**src/rtl/mmio_uart_tx_if.sv**
```systemverilog
// Data-memory bus responder port of the memory-mapped UART transmitter,
// together with its serial line and interrupt pin.
interface mmio_uart_tx_if;
  logic        cs_n;
  logic        we_n;
  logic        oe_n;
  logic [3:0]  byte_en_n;
  logic [1:0]  addr;
  logic [31:0] wdata;
  logic [31:0] rdata;
  logic        tx;
  logic        irq_n;

  modport master (
    output cs_n, we_n, oe_n, byte_en_n, addr, wdata,
    input  rdata, tx, irq_n
  );

  modport slave (
    input  cs_n, we_n, oe_n, byte_en_n, addr, wdata,
    output rdata, tx, irq_n
  );
endinterface

```
**src/rtl/mmio_uart_tx.sv**
```systemverilog
// Memory-mapped 8N1 transmitter: CPU stores fill a byte FIFO, an FSM shifts
// frames out on tx at a programmable clocks-per-bit period.
module mmio_uart_tx #(
  parameter int DEPTH     = 8,
  parameter int DIV_RESET = 16
) (
  input  logic          clk,
  input  logic          rst,
  mmio_uart_tx_if.slave bus
);
  localparam int PTR_W = $clog2(DEPTH);
  localparam int CNT_W = PTR_W + 1;

  typedef enum logic [1:0] {
    S_IDLE,
    S_START,
    S_DATA,
    S_STOP
  } state_t;

  // A programmed period of 0 behaves exactly like 1 clock per bit.
  function automatic logic [15:0] eff_period(input logic [15:0] d);
    return (d == 16'd0) ? 16'd1 : d;
  endfunction

  logic [7:0]       r_mem [DEPTH];
  logic [PTR_W-1:0] r_wr_ptr;
  logic [PTR_W-1:0] r_rd_ptr;
  logic [CNT_W-1:0] r_count;
  logic             r_ovf;
  logic [15:0]      r_div;
  logic             r_txen;
  logic             r_ie;

  state_t           r_state;
  logic [7:0]       r_shift;
  logic [15:0]      r_period;
  logic [15:0]      r_bitcnt;
  logic [2:0]       r_nbit;
  logic             r_tx;
  logic             r_irq_n;

  logic             w_wr;
  logic             w_rd;
  logic             w_full_word;
  logic             w_push_req;
  logic             w_push;
  logic             w_pop;
  logic             w_ovf_set;
  logic             w_ovf_clr;
  logic             w_empty;
  logic             w_full;
  logic             w_busy;
  logic             w_can_start;
  logic             w_bit_end;
  logic [15:0]      w_div_eff;
  logic [7:0]       w_head;
  logic [3:0]       w_count4;
  logic [31:0]      w_rdata;

  state_t           w_state_nxt;
  logic [7:0]       w_shift_nxt;
  logic [15:0]      w_period_nxt;
  logic [15:0]      w_bitcnt_nxt;
  logic [2:0]       w_nbit_nxt;
  logic             w_tx_nxt;

  assign w_wr        = ~bus.cs_n & ~bus.we_n;
  assign w_rd        = ~bus.cs_n & ~bus.oe_n;
  assign w_full_word = (bus.byte_en_n == 4'b0000);
  assign w_push_req  = w_wr & (bus.addr == 2'd0) & ~bus.byte_en_n[0];
  assign w_ovf_clr   = w_wr & (bus.addr == 2'd1) & w_full_word & bus.wdata[3];

  assign w_empty     = (r_count == '0);
  assign w_full      = (r_count == CNT_W'(DEPTH));
  assign w_busy      = (r_state != S_IDLE);
  assign w_can_start = r_txen & ~w_empty;
  assign w_bit_end   = (r_bitcnt == 16'd0);
  assign w_div_eff   = eff_period(r_div);
  assign w_head      = r_mem[r_rd_ptr];
  assign w_count4    = 4'(r_count);

  // A simultaneous pop frees the slot, so a push into a full FIFO still lands.
  assign w_push    = w_push_req & (~w_full | w_pop);
  assign w_ovf_set = w_push_req & w_full & ~w_pop;

  always_ff @(posedge clk or posedge rst) begin
    if (rst) begin
      r_wr_ptr <= '0;
      r_rd_ptr <= '0;
      r_count  <= '0;
      r_ovf    <= 1'b0;
    end else begin
      if (w_push) r_wr_ptr <= r_wr_ptr + PTR_W'(1);
      if (w_pop)  r_rd_ptr <= r_rd_ptr + PTR_W'(1);
      case ({w_push, w_pop})
        2'b10:   r_count <= r_count + CNT_W'(1);
        2'b01:   r_count <= r_count - CNT_W'(1);
        default: r_count <= r_count;
      endcase
      if (w_ovf_set)      r_ovf <= 1'b1;
      else if (w_ovf_clr) r_ovf <= 1'b0;
    end
  end

  always_ff @(posedge clk) begin
    if (w_push) r_mem[r_wr_ptr] <= bus.wdata[7:0];
  end

  always_ff @(posedge clk or posedge rst) begin
    if (rst) begin
      r_div  <= 16'(DIV_RESET);
      r_txen <= 1'b0;
      r_ie   <= 1'b0;
    end else if (w_wr && w_full_word) begin
      if (bus.addr == 2'd2) r_div <= bus.wdata[15:0];
      if (bus.addr == 2'd3) begin
        r_txen <= bus.wdata[0];
        r_ie   <= bus.wdata[1];
      end
    end
  end

  // Next-state logic; the period is latched at frame start so DIV writes wait a frame.
  always_comb begin
    w_state_nxt  = r_state;
    w_shift_nxt  = r_shift;
    w_period_nxt = r_period;
    w_bitcnt_nxt = r_bitcnt;
    w_nbit_nxt   = r_nbit;
    w_pop        = 1'b0;
    w_tx_nxt     = 1'b1;

    case (r_state)
      S_IDLE: begin
        if (w_can_start) begin
          w_pop        = 1'b1;
          w_shift_nxt  = w_head;
          w_period_nxt = w_div_eff;
          w_bitcnt_nxt = w_div_eff - 16'd1;
          w_state_nxt  = S_START;
        end
      end
      S_START: begin
        if (w_bit_end) begin
          w_state_nxt  = S_DATA;
          w_bitcnt_nxt = r_period - 16'd1;
          w_nbit_nxt   = 3'd0;
        end else begin
          w_bitcnt_nxt = r_bitcnt - 16'd1;
        end
      end
      S_DATA: begin
        if (w_bit_end) begin
          w_shift_nxt  = {1'b0, r_shift[7:1]};
          w_bitcnt_nxt = r_period - 16'd1;
          if (r_nbit == 3'd7) w_state_nxt = S_STOP;
          else                w_nbit_nxt  = r_nbit + 3'd1;
        end else begin
          w_bitcnt_nxt = r_bitcnt - 16'd1;
        end
      end
      S_STOP: begin
        if (w_bit_end) begin
          if (w_can_start) begin
            w_pop        = 1'b1;
            w_shift_nxt  = w_head;
            w_period_nxt = w_div_eff;
            w_bitcnt_nxt = w_div_eff - 16'd1;
            w_state_nxt  = S_START;
          end else begin
            w_state_nxt  = S_IDLE;
          end
        end else begin
          w_bitcnt_nxt = r_bitcnt - 16'd1;
        end
      end
      default: w_state_nxt = S_IDLE;
    endcase

    case (w_state_nxt)
      S_START: w_tx_nxt = 1'b0;
      S_DATA:  w_tx_nxt = w_shift_nxt[0];
      default: w_tx_nxt = 1'b1;
    endcase
  end

  always_ff @(posedge clk or posedge rst) begin
    if (rst) begin
      r_state  <= S_IDLE;
      r_period <= 16'd1;
      r_bitcnt <= 16'd0;
      r_nbit   <= 3'd0;
      r_tx     <= 1'b1;
      r_irq_n  <= 1'b1;
    end else begin
      r_state  <= w_state_nxt;
      r_period <= w_period_nxt;
      r_bitcnt <= w_bitcnt_nxt;
      r_nbit   <= w_nbit_nxt;
      r_tx     <= w_tx_nxt;
      r_irq_n  <= ~(r_ie & w_empty & ~w_busy);
    end
  end

  always_ff @(posedge clk) begin
    r_shift <= w_shift_nxt;
  end

  always_comb begin
    w_rdata = 32'd0;
    if (w_rd) begin
      case (bus.addr)
        2'd1:    w_rdata = {24'd0, w_count4, r_ovf, w_busy, w_full, w_empty};
        2'd2:    w_rdata = {16'd0, r_div};
        2'd3:    w_rdata = {30'd0, r_ie, r_txen};
        default: w_rdata = 32'd0;
      endcase
    end
  end

  assign bus.rdata = w_rdata;
  assign bus.tx    = r_tx;
  assign bus.irq_n = r_irq_n;
endmodule

```
**src/flat_wrapper.sv**
```systemverilog
// flat-port wrapper written by rule: the top's interface ports become plain ports
module mmio_uart_tx_flat 
#(
  parameter int DEPTH     = 8,
  parameter int DIV_RESET = 16
)
  (clk, rst, bus_cs_n, bus_we_n, bus_oe_n, bus_byte_en_n, bus_addr, bus_wdata, bus_rdata, bus_tx, bus_irq_n);
  mmio_uart_tx_if bus_i ();
  input  logic clk;
  input  logic rst;
  input wire logic [$bits(bus_i.cs_n)-1:0] bus_cs_n;
  input wire logic [$bits(bus_i.we_n)-1:0] bus_we_n;
  input wire logic [$bits(bus_i.oe_n)-1:0] bus_oe_n;
  input wire logic [$bits(bus_i.byte_en_n)-1:0] bus_byte_en_n;
  input wire logic [$bits(bus_i.addr)-1:0] bus_addr;
  input wire logic [$bits(bus_i.wdata)-1:0] bus_wdata;
  output wire logic [$bits(bus_i.rdata)-1:0] bus_rdata;
  output wire logic [$bits(bus_i.tx)-1:0] bus_tx;
  output wire logic [$bits(bus_i.irq_n)-1:0] bus_irq_n;
  assign bus_i.cs_n = bus_cs_n;
  assign bus_i.we_n = bus_we_n;
  assign bus_i.oe_n = bus_oe_n;
  assign bus_i.byte_en_n = bus_byte_en_n;
  assign bus_i.addr = bus_addr;
  assign bus_i.wdata = bus_wdata;
  assign bus_rdata = bus_i.rdata;
  assign bus_tx = bus_i.tx;
  assign bus_irq_n = bus_i.irq_n;
  mmio_uart_tx #(.DEPTH(DEPTH), .DIV_RESET(DIV_RESET)) u_core (.clk(clk), .rst(rst), .bus(bus_i));
endmodule
```
**config.mk**
```make
export PLATFORM = sky130hd
export DESIGN_NAME = mmio_uart_tx_flat
export DESIGN_NICKNAME = d
export VERILOG_FILES = /design/src/rtl/mmio_uart_tx_if.sv /design/src/rtl/mmio_uart_tx.sv /design/src/flat_wrapper.sv
export SDC_FILE = /design/constraint.sdc
export NUM_CORES = 1
export LEC_CHECK = 0
export CAP_MARGIN = 40
export CELL_PAD_IN_SITES_DETAIL_PLACEMENT = 1
export CELL_PAD_IN_SITES_GLOBAL_PLACEMENT = 2
export CORE_MARGIN = 1
export CORE_UTILIZATION = 47
export DETAILED_ROUTE_END_ITERATION = 16
export DONT_BUFFER_PORTS = 1
export PLACE_DENSITY_LB_ADDON = 0.25
export SYNTH_ARGS = -nofsm -noshare
export SYNTH_HDL_FRONTEND = slang
export SYNTH_SLANG_ARGS = --single-unit
export TNS_END_PERCENT = 10
```
**constraint.sdc**
```tcl
create_clock -name clk -period 5.6 [get_ports clk]
set_input_delay 1.12 -clock clk [delete_from_list [all_inputs] [get_ports clk]]
set_output_delay 1.12 -clock clk [all_outputs]
set_load 0.02 [all_outputs]
```
* Word-level counts from Yosys, hierarchy flattened
Memories as Yosys holds them, arrays and structs flattened.
Cells that the tools add are included.
** Storage, ports and cells
- Memories kept :: 1
- Register bits after elaboration :: 76
- Logic and storage cells :: 116
- Memory bits (writable) :: 64
- Input port bits :: 43
** Cells by class
- Muxes and demuxes :: 34
- Reductions and logical operators :: 19
- $add $sub $neg :: 8
- Equal/unequal tests :: 16
- Bitwise logic cells :: 23
** Memory list
- u_core.r_mem :: words 8, bits a word 8, rd ports 1, clocked after memory_dff 0, wr ports 1, line mmio_uart_tx.sv:26 : logic [7:0] r_mem [DEPTH];
** Operators by type and width (number)
- 16-bit two-way mux :: 6
- 16-bit case mux with 3 select lines :: 2
- 16-bit by 1-bit subtractor with 16-bit output (second input constant) :: 3
- 16-bit zero test :: 2
- 32-bit two-way mux :: 1
- 16-bit case mux with 2 select lines :: 1
- 8-bit two-way mux :: 3
- 8-bit case mux with 3 select lines :: 1
- 1-bit AND :: 13
- 2-bit == test (second input constant) :: 6
- 2-bit two-way mux :: 5
- 2-bit nonzero test :: 5
- 3-bit by 1-bit adder with 3-bit output (second input constant) :: 3
- 3-bit two-way mux :: 3
- 1-bit inverter :: 9
- 2-bit by 1-bit == test with 1-bit output (second input constant) :: 4
- 4-bit zero test :: 2
- 2-bit case mux with 4 select lines :: 1
- 4-bit case mux with 2 select lines :: 1
- 1-bit two-way mux :: 7
- 2-bit by 1-bit != test with 1-bit output (second input constant) :: 3
- 3-bit case mux with 2 select lines :: 1
- 2-bit AND reduction :: 3
- 4-bit by 1-bit adder with 4-bit output (second input constant) :: 1
- other kinds (12) :: 14

* Logic depth before layout (Yosys ltp)
Gate-level depths: netlist (run 1).
- Depth after elaboration :: 10
- Gate-level depth with buffers :: 11

* Worst setup path before layout (run 1)
OpenSTA, ideal clock, no wires.
- Path kind :: in2reg
- Start :: in bus_cs_n
- End :: mem u_core.r_mem[0][0] (enable)
- Stages on the path :: 5
- Required time :: 5.217 ns
- Setup time :: 0.383 ns
- Path slack :: 2.134 ns
- Path buffers :: 0
- Data arrival time :: 3.083 ns
- Cells stage by stage :: or3_1 -> or3_1 -> o41ai_4 -> nand2b_2 -> nor3_1
** Between the ends
- Longest elaborated chain between the ends :: 7
** RTL lines
- start: declaration :: line flat_wrapper.sv:11 : input wire logic [$bits(bus_i.cs_n)-1:0] bus_cs_n;
- 1-bit inverter :: line mmio_uart_tx.sv:68 : assign w_wr = ~bus.cs_n & ~bus.we_n;
- 1-bit AND :: line mmio_uart_tx.sv:68
- 1-bit AND (2 in series) :: line mmio_uart_tx.sv:71 : assign w_push_req = w_wr & (bus.addr == 2'd0) & ~bus.byte_en_n[0];
- 1-bit AND :: line mmio_uart_tx.sv:84 : assign w_push = w_push_req & (~w_full | w_pop);
- 1-bit two-way mux :: line mmio_uart_tx.sv:107 : if (w_push) r_mem[r_wr_ptr] <= bus.wdata[7:0];
- 1-bit two-way mux (implied by the code) :: line mmio_uart_tx.sv:107
- end: declaration :: line mmio_uart_tx.sv:26
No other way between the ends.

* Worst setup path in the final report (run 1)
- Start :: in bus_addr[1]
- End :: out bus_rdata[14]
** Between the ends
- Longest elaborated chain between the ends :: 3
- Elaborated cells between the ends (all ways) :: 5
- Classes of those cells :: 3 x eq/ne; 2 x mux
** RTL lines
- start: declaration :: line flat_wrapper.sv:15 : input wire logic [$bits(bus_i.addr)-1:0] bus_addr;
- 2-bit == test or 2-bit by 1-bit == test with 1-bit output (tied branches) :: line mmio_uart_tx.sv:213 : case (bus.addr)
- 16-bit case mux with 3 select lines (*) :: line mmio_uart_tx.sv:213
- 32-bit two-way mux (*) :: line mmio_uart_tx.sv:212 : if (w_rd) begin
- end: declaration :: line flat_wrapper.sv:17 : output wire logic [$bits(bus_i.rdata)-1:0] bus_rdata;
Every way passes the cells marked *; elsewhere a longest branch is shown, timed or not.

==> run summary, run 1 <==
clk_skew -> 11.99 ps
I/O pins -> 77
CP Capture Type -> primary output
DP HPWL -> 13260 um
port bufs -> 0
Layout area overhead -> 10.09%
Synth top area share -> 27.88%
pin count of the biggest net entering global routing -> 46
CTS tree -> yes
Initial Util -> 48.15%
WP data arrival -> 2660 ps
Slew Limit Fails -> 0
Clock Sink Count -> 140
Avg Vias per Cell -> 5.961
mapped cell area -> 7649 sq um
Startpoint Class -> primary input
Primary FF master, synth -> edfxtp_1
total CTS buffers -> 17
min-delay worst type -> reg2reg
final-report hold violation count -> 0
initial drt markers -> 353
critical path fanouts, max -> 8
Cells after DPL -> 834
Vias -> 5162
core area -> 15890 sq um
Yosys top cell by area -> edfxtp_1
drt pass-1 iters -> 4
die area -> 16790 sq um
top post-synthesis cells by area -> edfxtp_1 28%, dfrtp_1 21%, mux4_2 4.7%, mux2_2 3.8%, nor2_1 2.7%
RSZ-0062 raised after global routing -> no
max-cap check violation count -> 0
Warnings, synthesis -> 0
Unique masters post-synth -> 79
Sequential cell area -> 3859 sq um
share of the yosys chip area belonging to registers -> 50.45%
Die X -> 129.6 um
vias in the first global route -> 5304
commonest non-fill, non-tap cell in the layout -> edfxtp_1
initial antenna violation count -> 0
status -> finished, final reports clean
max incr delay on CP -> 750 ps
GPL Wtd Cong -> 0.8037
EDFF count, synth -> 71
drt drc -> 0
row count -> 46
antenna cells -> 0
Gate Count Post-Synth -> 641
fill count -> 1658
Relative slew margins -> 44.22%
cts hold-fix bufs -> 0
final WL -> 18830 um
worst-path cell chain -> nor2b_1 > nor3b_1 > and2_1
Final Cycle Share -> 67.53%
layout cells sized above 1 -> 17.38%
non-filler instance count after layout -> 866
Syn Area/Cell -> 11.93 sq um
minimum clock period -> 3782 ps
Peak Freq -> 264.4 MHz
GRT overflow -> 0
Die Y-Extent -> 129.6 um
Detail Route Antenna Nets -> 0
Post-CTS Setup Bufs -> 0
CP max-delay cell -> nor3b_1
post-synthesis register bit count -> 140
Worst Tran Pin Value -> 835.0 ps
maximum VDD drop -> 273.8 uV
clock buffer depth -> 2
fin nets -> 696
first-pass GRT wire length -> 29890 um
leakage -> 3.239 nW
H-tree depth -> 4
Clock Latency Late Sink -> 430 ps
critical path data required time -> 4480 ps
Global Route Usage Sum -> 24.17%
Overall Power -> 4.233 mW
final setup violating endpoints -> 0
Multi-input gate area -> 3496 sq um
Reg clk slew, reported paths -> 70 ps
post-cts resize count -> 0
Fin Setup TNS -> 0 ps
Routed WL per cell -> 21.75 um
Async S/R FF share, synth -> 48.57%
Clock Tree Root -> clkbuf_16
most frequent cells in the layout -> 71 x edfxtp_1, 64 x dfrtp_1, 54 x nor2_1, 40 x nand2_1, 26 x mux2_2
WS Path Type -> in2out
pwr/cell area -> 502.7 nW/um^2
[layout make-up]
class                           instances  area share (%)
Clock buffer                           17           5.052
Clock inverter                         15           2.214
Inverter                               17          0.7578
Multi-Input combinational cell        450           41.52
Sequential cell                       140           45.82
Tap cell                              216           3.210
Timing Repair Buffer                   11           1.426
[synth_stat cells, drive strengths merged, types with 3 or more instances]
library cell,n
a211oi,6
a21oi,18
a221o,4
a22o,4
a22oi,11
a31oi,10
a41oi,3
and2,10
buf,32
clkbuf,17
dfrtp,64
dfstp,4
edfxtp,71
ha,15
inv,17
mux2,35
mux2i,14
mux4,16
nand2,41
nand2b,10
nand3,8
nand4,8
nor2,55
nor3,18
nor3b,12
nor4,11
nor4b,3
o211ai,3
o21ai,24
o221ai,3
o22ai,7
o41ai,4
or2,5
or3,5
or4,4
xnor2,23
xor2,14
[final timing paths]
kind	startpoint	end	slack [ps]	cells past startpoint
worst min register to register	u_core.r_ie	u_core.bus.irq_n	480	1
worst max register to register	u_core.r_state[1]	u_core.r_mem[6][1]	2130	6
min in group asynchronous	rst	u_core.r_count[1]	620	2
worst max-delay path	bus_addr[1]	bus_rdata[14]	1820	3
max in group asynchronous	rst	u_core.bus.tx	4380	3
worst min-delay path	u_core.r_ie	u_core.bus.irq_n	480	1
[cells by family (layout without fill, tap and decap cells)]
| kind of cell | count (synthesis) | count (layout) | share of synthesized area (%) |
|---|---|---|---|
| XOR/XNOR | 37 | 37 | 4.237 |
| other | 1 | 16 | 0.04903 |
| buffers and inverters | 66 | 60 | 4.580 |
| multiplexers | 65 | 65 | 11.70 |
| flip-flops | 140 | 140 | 50.45 |
| AO/OA/AOI/OAI | 116 | 116 | 11.39 |
| adder cells (fa/ha/maj) | 16 | 16 | 2.716 |
| AND/OR/NAND/NOR | 200 | 200 | 14.89 |
[per-layer routing]
| metal | part of all wire [%] | GRT usage (%) | vias up |
|---|---|---|---|
| met5 | 0 | 0 | - |
| met4 | 1.3 | 7.456 | 0 |
| met3 | 4.2 | 4.542 | 19 |
| met2 | 47 | 37.81 | 124 |
| met1 | 47 | 34.20 | 2650 |
| li1 | - | - | 2369 |
[worst max-delay path, delay by kind of cell]
family           cells  cell delay, ps
AND/OR/NAND/NOR      3            1540
[registers in the layout, indices dropped and copies added, names as in the netlist]
signal / cells
u_core.bus.irq_n: 1
u_core.bus.tx: 1
u_core.r_bitcnt: 16
u_core.r_count: 4
u_core.r_div: 16
u_core.r_ie: 1
u_core.r_mem: 64
u_core.r_nbit: 3
u_core.r_ovf: 1
u_core.r_period: 16
u_core.r_rd_ptr: 3
u_core.r_shift: 8
u_core.r_state: 2
u_core.r_txen: 1
u_core.r_wr_ptr: 3
[stage by stage]
stage	util [%]	hold WS, ps	worst slack (ps)	area, sq um
final	53.01	476.1	1818	8421
after detailed placement	49.16	463.3	1858	7809
after CTS	53.01	483.7	1854	8421
after floorplan	-	417.7	2134	7705
after global routing	53.01	507.8	1744	8421
after global placement	48.68	469.1	1681	7734
[power breakdown]
group / internal, mW / total (mW) / leakage [nW] / switching, mW
clock network: 0.610 / 1.15 / 0.299 / 0.542
logic: 0.677 / 1.54 / 1.38 / 0.864
registers: 1.26 / 1.54 / 1.55 / 0.283
total: 2.54 / 4.23 / 3.24 / 1.69
(Power assumes the default switching activity.)
==> run 2: changes to the inputs <==
CORE_UTILIZATION = 43   (was 47)
clock period = 3.6 ns   (was 5.6 ns; I/O delays follow)
==> run 2 against run 1 <==
Effect of this change:
- design area grew 0.94%
- combinational power grew 55%
- critical path depth grew 7
- core utilization shrank 4.0 points
- total power grew 55%
- worst hold slack lost 250 ps
- non-clock buffer count grew 14
- sequential power grew 56%
- setup slack lost 1300 ps
- sequential share of layout area shrank 0.42 points
- critical endpoint is now u_core.r_bitcnt[10]
- clock power grew 54%
==> run summary, run 2 (same netlist as run 1, synthesis figures left out) <==
maximum VDD drop -> 437.8 uV
Initial Util -> 44.07%
fin nets -> 710
status -> finished, final reports clean
cts hold-fix bufs -> 0
Slew Limit Fails -> 0
r2r endpoint -> u_core.r_bitcnt[10]
Clock Tree Root -> clkbuf_16
vias in the first global route -> 5324
Die Y-Extent -> 135.4 um
die area -> 18330 sq um
WS Path Type -> reg2reg
Seq pwr share -> 36.6%
clk_skew -> 11.90 ps
max-cap check violation count -> 0
first-pass GRT wire length -> 29990 um
met1 WL -> 8842 um
WP data arrival -> 3360 ps
initial drt markers -> 226
Die X -> 135.4 um
final WL -> 18800 um
FF-to-FF setup slack -> 550 ps
reg2reg start -> u_core.r_div[8]
Relative slew margins -> 44.98%
P_int -> 3.965 mW
Sw Pwr -> 2.599 mW
DP HPWL -> 13800 um
Startpoint Class -> register
leakage -> 3.294 nW
most frequent cells in the layout -> 71 x edfxtp_1, 64 x dfrtp_1, 54 x nor2_1, 40 x nand2_1, 26 x mux2_2
Multi-input gate area -> 3496 sq um
H-tree depth -> 4
Post-CTS Setup Bufs -> 0
core area -> 17360 sq um
minimum clock period -> 3048 ps
Layout area overhead -> 11.12%
drt drc -> 0
Finished Core Util -> 48.97%
uppermost layer routed -> met4
critical path data required time -> 3910 ps
drt pass-1 iters -> 5
Reg clk slew, reported paths -> 70 ps
I/O pins -> 77
Global Route Usage Sum -> 21.99%
Fin Setup TNS -> 0 ps
Detail Route Antenna Nets -> 0
Clock power frac -> 26.9%
pin count of the biggest net entering global routing -> 45
Vias -> 5150
Net Sw Frac -> 39.60%
initial antenna violation count -> 0
fill count -> 1800
Peak Freq -> 328.0 MHz
total CTS buffers -> 17
Avg Vias per Cell -> 5.793
Met3 Routed Length -> 630 um
max FFs per register -> 64
layout cells sized above 1 -> 19.13%
Routed WL per cell -> 21.15 um
CTS tree -> yes
Sequential cell area -> 3859 sq um
worst reg2reg path depth -> 10
RSZ-0062 raised after global routing -> no
commonest non-fill, non-tap cell in the layout -> edfxtp_1
port bufs -> 0
post-cts resize count -> 0
Met2 Wirelength -> 9130 um
Final Cycle Share -> 84.68%
Largest Register -> u_core.r_mem
row count -> 48
final-report hold violation count -> 0
antenna cells -> 0
clock buffer depth -> 2
CP Capture Type -> register
min-delay worst type -> in2async
final setup violating endpoints -> 0
critical path fanouts, max -> 8
pwr/cell area -> 772.3 nW/um^2
GPL Wtd Cong -> 0.8109
Clock Latency Late Sink -> 430 ps
Worst Tran Pin Value -> 823.5 ps
Clock Sink Count -> 140
GRT overflow -> 0
combinational fraction of design power -> 36.4%
[run 2: cell types whose count changed in the layout (fill, tap and decap cells not counted), sizes merged]
| cell | change |
|---|---|
| clkinv | +1 |
| buf | +14 |
| inv | -1 |
[run 2: worst max path at each step]
stage                               start                  end  slack (ps)  depth (start not counted)
final                     u_core.r_div[8]  u_core.r_bitcnt[10]         550                         10
after global routing      u_core.r_div[9]  u_core.r_bitcnt[10]         330                         10
after CTS                 u_core.r_div[8]  u_core.r_bitcnt[10]         550                         10
after detailed placement  u_core.r_div[8]  u_core.r_bitcnt[10]         560                         10
after global placement    u_core.r_div[8]  u_core.r_bitcnt[14]         610                         10
after floorplan                  bus_cs_n   u_core.r_mem[0][0]         530                          5
[run 2: cell type report]
cell class / instances / area share, %
Inverter: 17 / 0.7508
Clock buffer: 17 / 5.005
Multi-Input combinational cell: 450 / 41.13
Tap cell: 225 / 3.312
Timing Repair Buffer: 25 / 2.179
Clock inverter: 15 / 2.223
Sequential cell: 140 / 45.40
[run 2: metal layers]
layer	vias to the layer above	global-route usage (%)
met5	-	0
met4	0	5.493
met3	16	4.227
met2	110	35.81
met1	2634	30.16
li1	2390	-
[run 2: critical path, cell delays in order, from the launching register on]
cell      delay [ps]
dfrtp_1          500
nor3_1            90
buf_4            160
and3_1           220
a31oi_1          340
ha_1             290
nor3b_1          460
nand3_1          190
xor2_1           290
a211oi_1         130
a221o_1          270
[run 2: power by group through the flow]
stage	registers [mW]	clock network (mW)	logic (mW)
finish	2.40	1.77	2.39
floorplan	2.21	0	1.97
global route	2.46	1.86	2.62
CTS	2.41	1.79	2.40
detailed placement	2.44	0	2.39
global placement	2.42	0	2.29
[run 2: stage by stage]
stage	setup WS, ps	area (sq um)	cells	hold slack (ps)	power, mW
6_report	551.6	8499	889	224.8	6.564
5_1_grt	325.0	8499	889	247.7	6.929
4_1_cts	548.4	8499	889	223.8	6.604
3_5_place_dp	563.3	7885	857	468.4	4.826
3_3_place_gp	612.8	7873	855	446.0	4.708
2_1_floorplan	534.0	7705	656	417.7	4.179
==> run 3: changes to the inputs <==
CORE_UTILIZATION = 39   (was 43)
clock period = 2.6 ns   (was 3.6 ns; I/O delays follow)
==> run 3 against run 2 <==
Effect of this change:
- cell count up 9.7%
- routed wire length up 6.8%
- non-clock buffer count up 51
- total power up 45%
- register-to-register slack worse by 430 ps
- critical path type unchanged
- critical endpoint is now u_core.r_count[3]
- highest routed layer unchanged
==> run summary, run 3 (same netlist as run 1, synthesis figures left out) <==
Peak Freq -> 403.0 MHz
final WL -> 20070 um
antenna cells -> 0
clk_skew -> 14.26 ps
Reg clk slew, reported paths -> 70 ps
Slew Limit Fails -> 0
first-pass GRT wire length -> 32030 um
WS Path Type -> reg2reg
layout cells sized above 1 -> 26.29%
cts hold-fix bufs -> 0
critical path data required time -> 2940 ps
Routed WL per cell -> 20.59 um
Multi-input gate area -> 3558 sq um
final setup violating endpoints -> 0
Layout area overhead -> 17.91%
drt pass-1 iters -> 5
CTS tree -> yes
max-cap check violation count -> 0
initial antenna violation count -> 0
worst-path cell chain -> buf_4 > inv_1 > ha_1 > nand2b_1 > nor3b_2 > ha_1 > a21o_1 > a21oi_1 > mux2i_1 > xnor2_1
Relative slew margins -> 53.87%
leakage -> 3.574 nW
row count -> 50
Die Y-Extent -> 142.0 um
most frequent cells in the layout -> 71 x buf_4, 71 x edfxtp_1, 64 x dfrtp_1, 54 x nor2_1, 40 x nand2_1
Vias -> 5361
final-report hold violation count -> 0
core area -> 18960 sq um
worst hold slack -> 57.67 ps
CP Capture Type -> register
Final Cell Area -> 9019 sq um
Cells after DPL -> 941
Avg Vias per Cell -> 5.498
minimum clock period -> 2481 ps
DP HPWL -> 14450 um
initial drt markers -> 286
Detail Route Antenna Nets -> 0
clock buffer depth -> 2
GPL Wtd Cong -> 0.8196
crit path from -> u_core.r_state[1]
WP data arrival -> 2820 ps
GRT overflow -> 0
pre-CTS WS -> -57.09 ps
Finished Core Util -> 47.58%
FF-to-FF setup slack -> 120 ps
max incr delay on CP -> 380 ps
maximum VDD drop -> 527.6 uV
DP Area -> 8322 sq um
total CTS buffers -> 17
CP max-delay cell -> dfrtp_1
cell family with most CP delay -> adder cells
die area -> 20180 sq um
RSZ-0062 raised after global routing -> yes
Startpoint Class -> register
Fin Setup TNS -> 0 ps
max FFs per register -> 64
Die X -> 142.0 um
status -> finished, final reports clean
Sequential cell area -> 3859 sq um
Clock Sink Count -> 140
vias in the first global route -> 5619
Worst Tran Pin Value -> 688.7 ps
Crit path top cell by count -> ha_1
pin count of the biggest net entering global routing -> 69
critical path fanouts, max -> 6
non-filler instance count after layout -> 975
H-tree depth -> 4
I/O pins -> 77
port bufs -> 0
worst reg2reg path depth -> 10
Largest Register -> u_core.r_mem
CP Buf/Inv Count -> 2
Clock Tree Root -> clkbuf_16
setup ws final -> 118.7 ps
fill count -> 2002
Overall Power -> 9.527 mW
min-delay worst type -> in2async
Clock Latency Late Sink -> 430 ps
Initial Util -> 40.35%
fin nets -> 761
pwr/cell area -> 1056 nW/um^2
Global Route Usage Sum -> 21.10%
reg2reg start -> u_core.r_state[1]
drt drc -> 0
Final Cycle Share -> 95.44%
r2r endpoint -> u_core.r_count[3]
## run 3: power by group
group          total [mW]  internal [mW]  switching (mW)
Combinational        3.92           1.76            2.15
Sequential           3.14           2.71           0.434
Clock                2.47           1.31            1.15
Total                9.53           5.78            3.74
## run 3: what timing repair did
item / CTS / global route
setup endpoints to repair: 45 / 70
resized for setup: 6 / 8
pin swaps: 3 / 3
cloned: 0 / 0
hold endpoints to repair: 0 / 0
setup buffers: 1 / 1
## run 3: area by class of cell
class	instances	share of cell area [%]
Clock buffer	17	4.717
Clock inverter	15	2.095
Inverter	17	0.7075
Multi-Input combinational cell	450	39.46
Sequential cell	140	42.79
Tap cell	260	3.607
Timing Repair Buffer	76	6.632
## run 3: per-layer routing
layer / vias to the layer above / GRT usage [%] / wire length, um
met3: 17 / 3.432 / 677
met5: - / 0 / 0
met2: 109 / 33.95 / 9640
li1: 2490 / - / -
met1: 2745 / 29.64 / 9549
met4: 0 / 5.320 / 206
## run 3: worst max-delay path by stage
stage / to / depth (start not counted) / slack, ps
floorplan: u_core.r_mem[1][0] / 5 / -50
global placement: u_core.r_count[3] / 8 / -40
detailed placement: u_core.r_bitcnt[14] / 10 / -60
CTS: u_core.r_mem[4][4] / 9 / 4
global route: u_core.r_count[3] / 10 / -7
finish: u_core.r_count[3] / 10 / 120
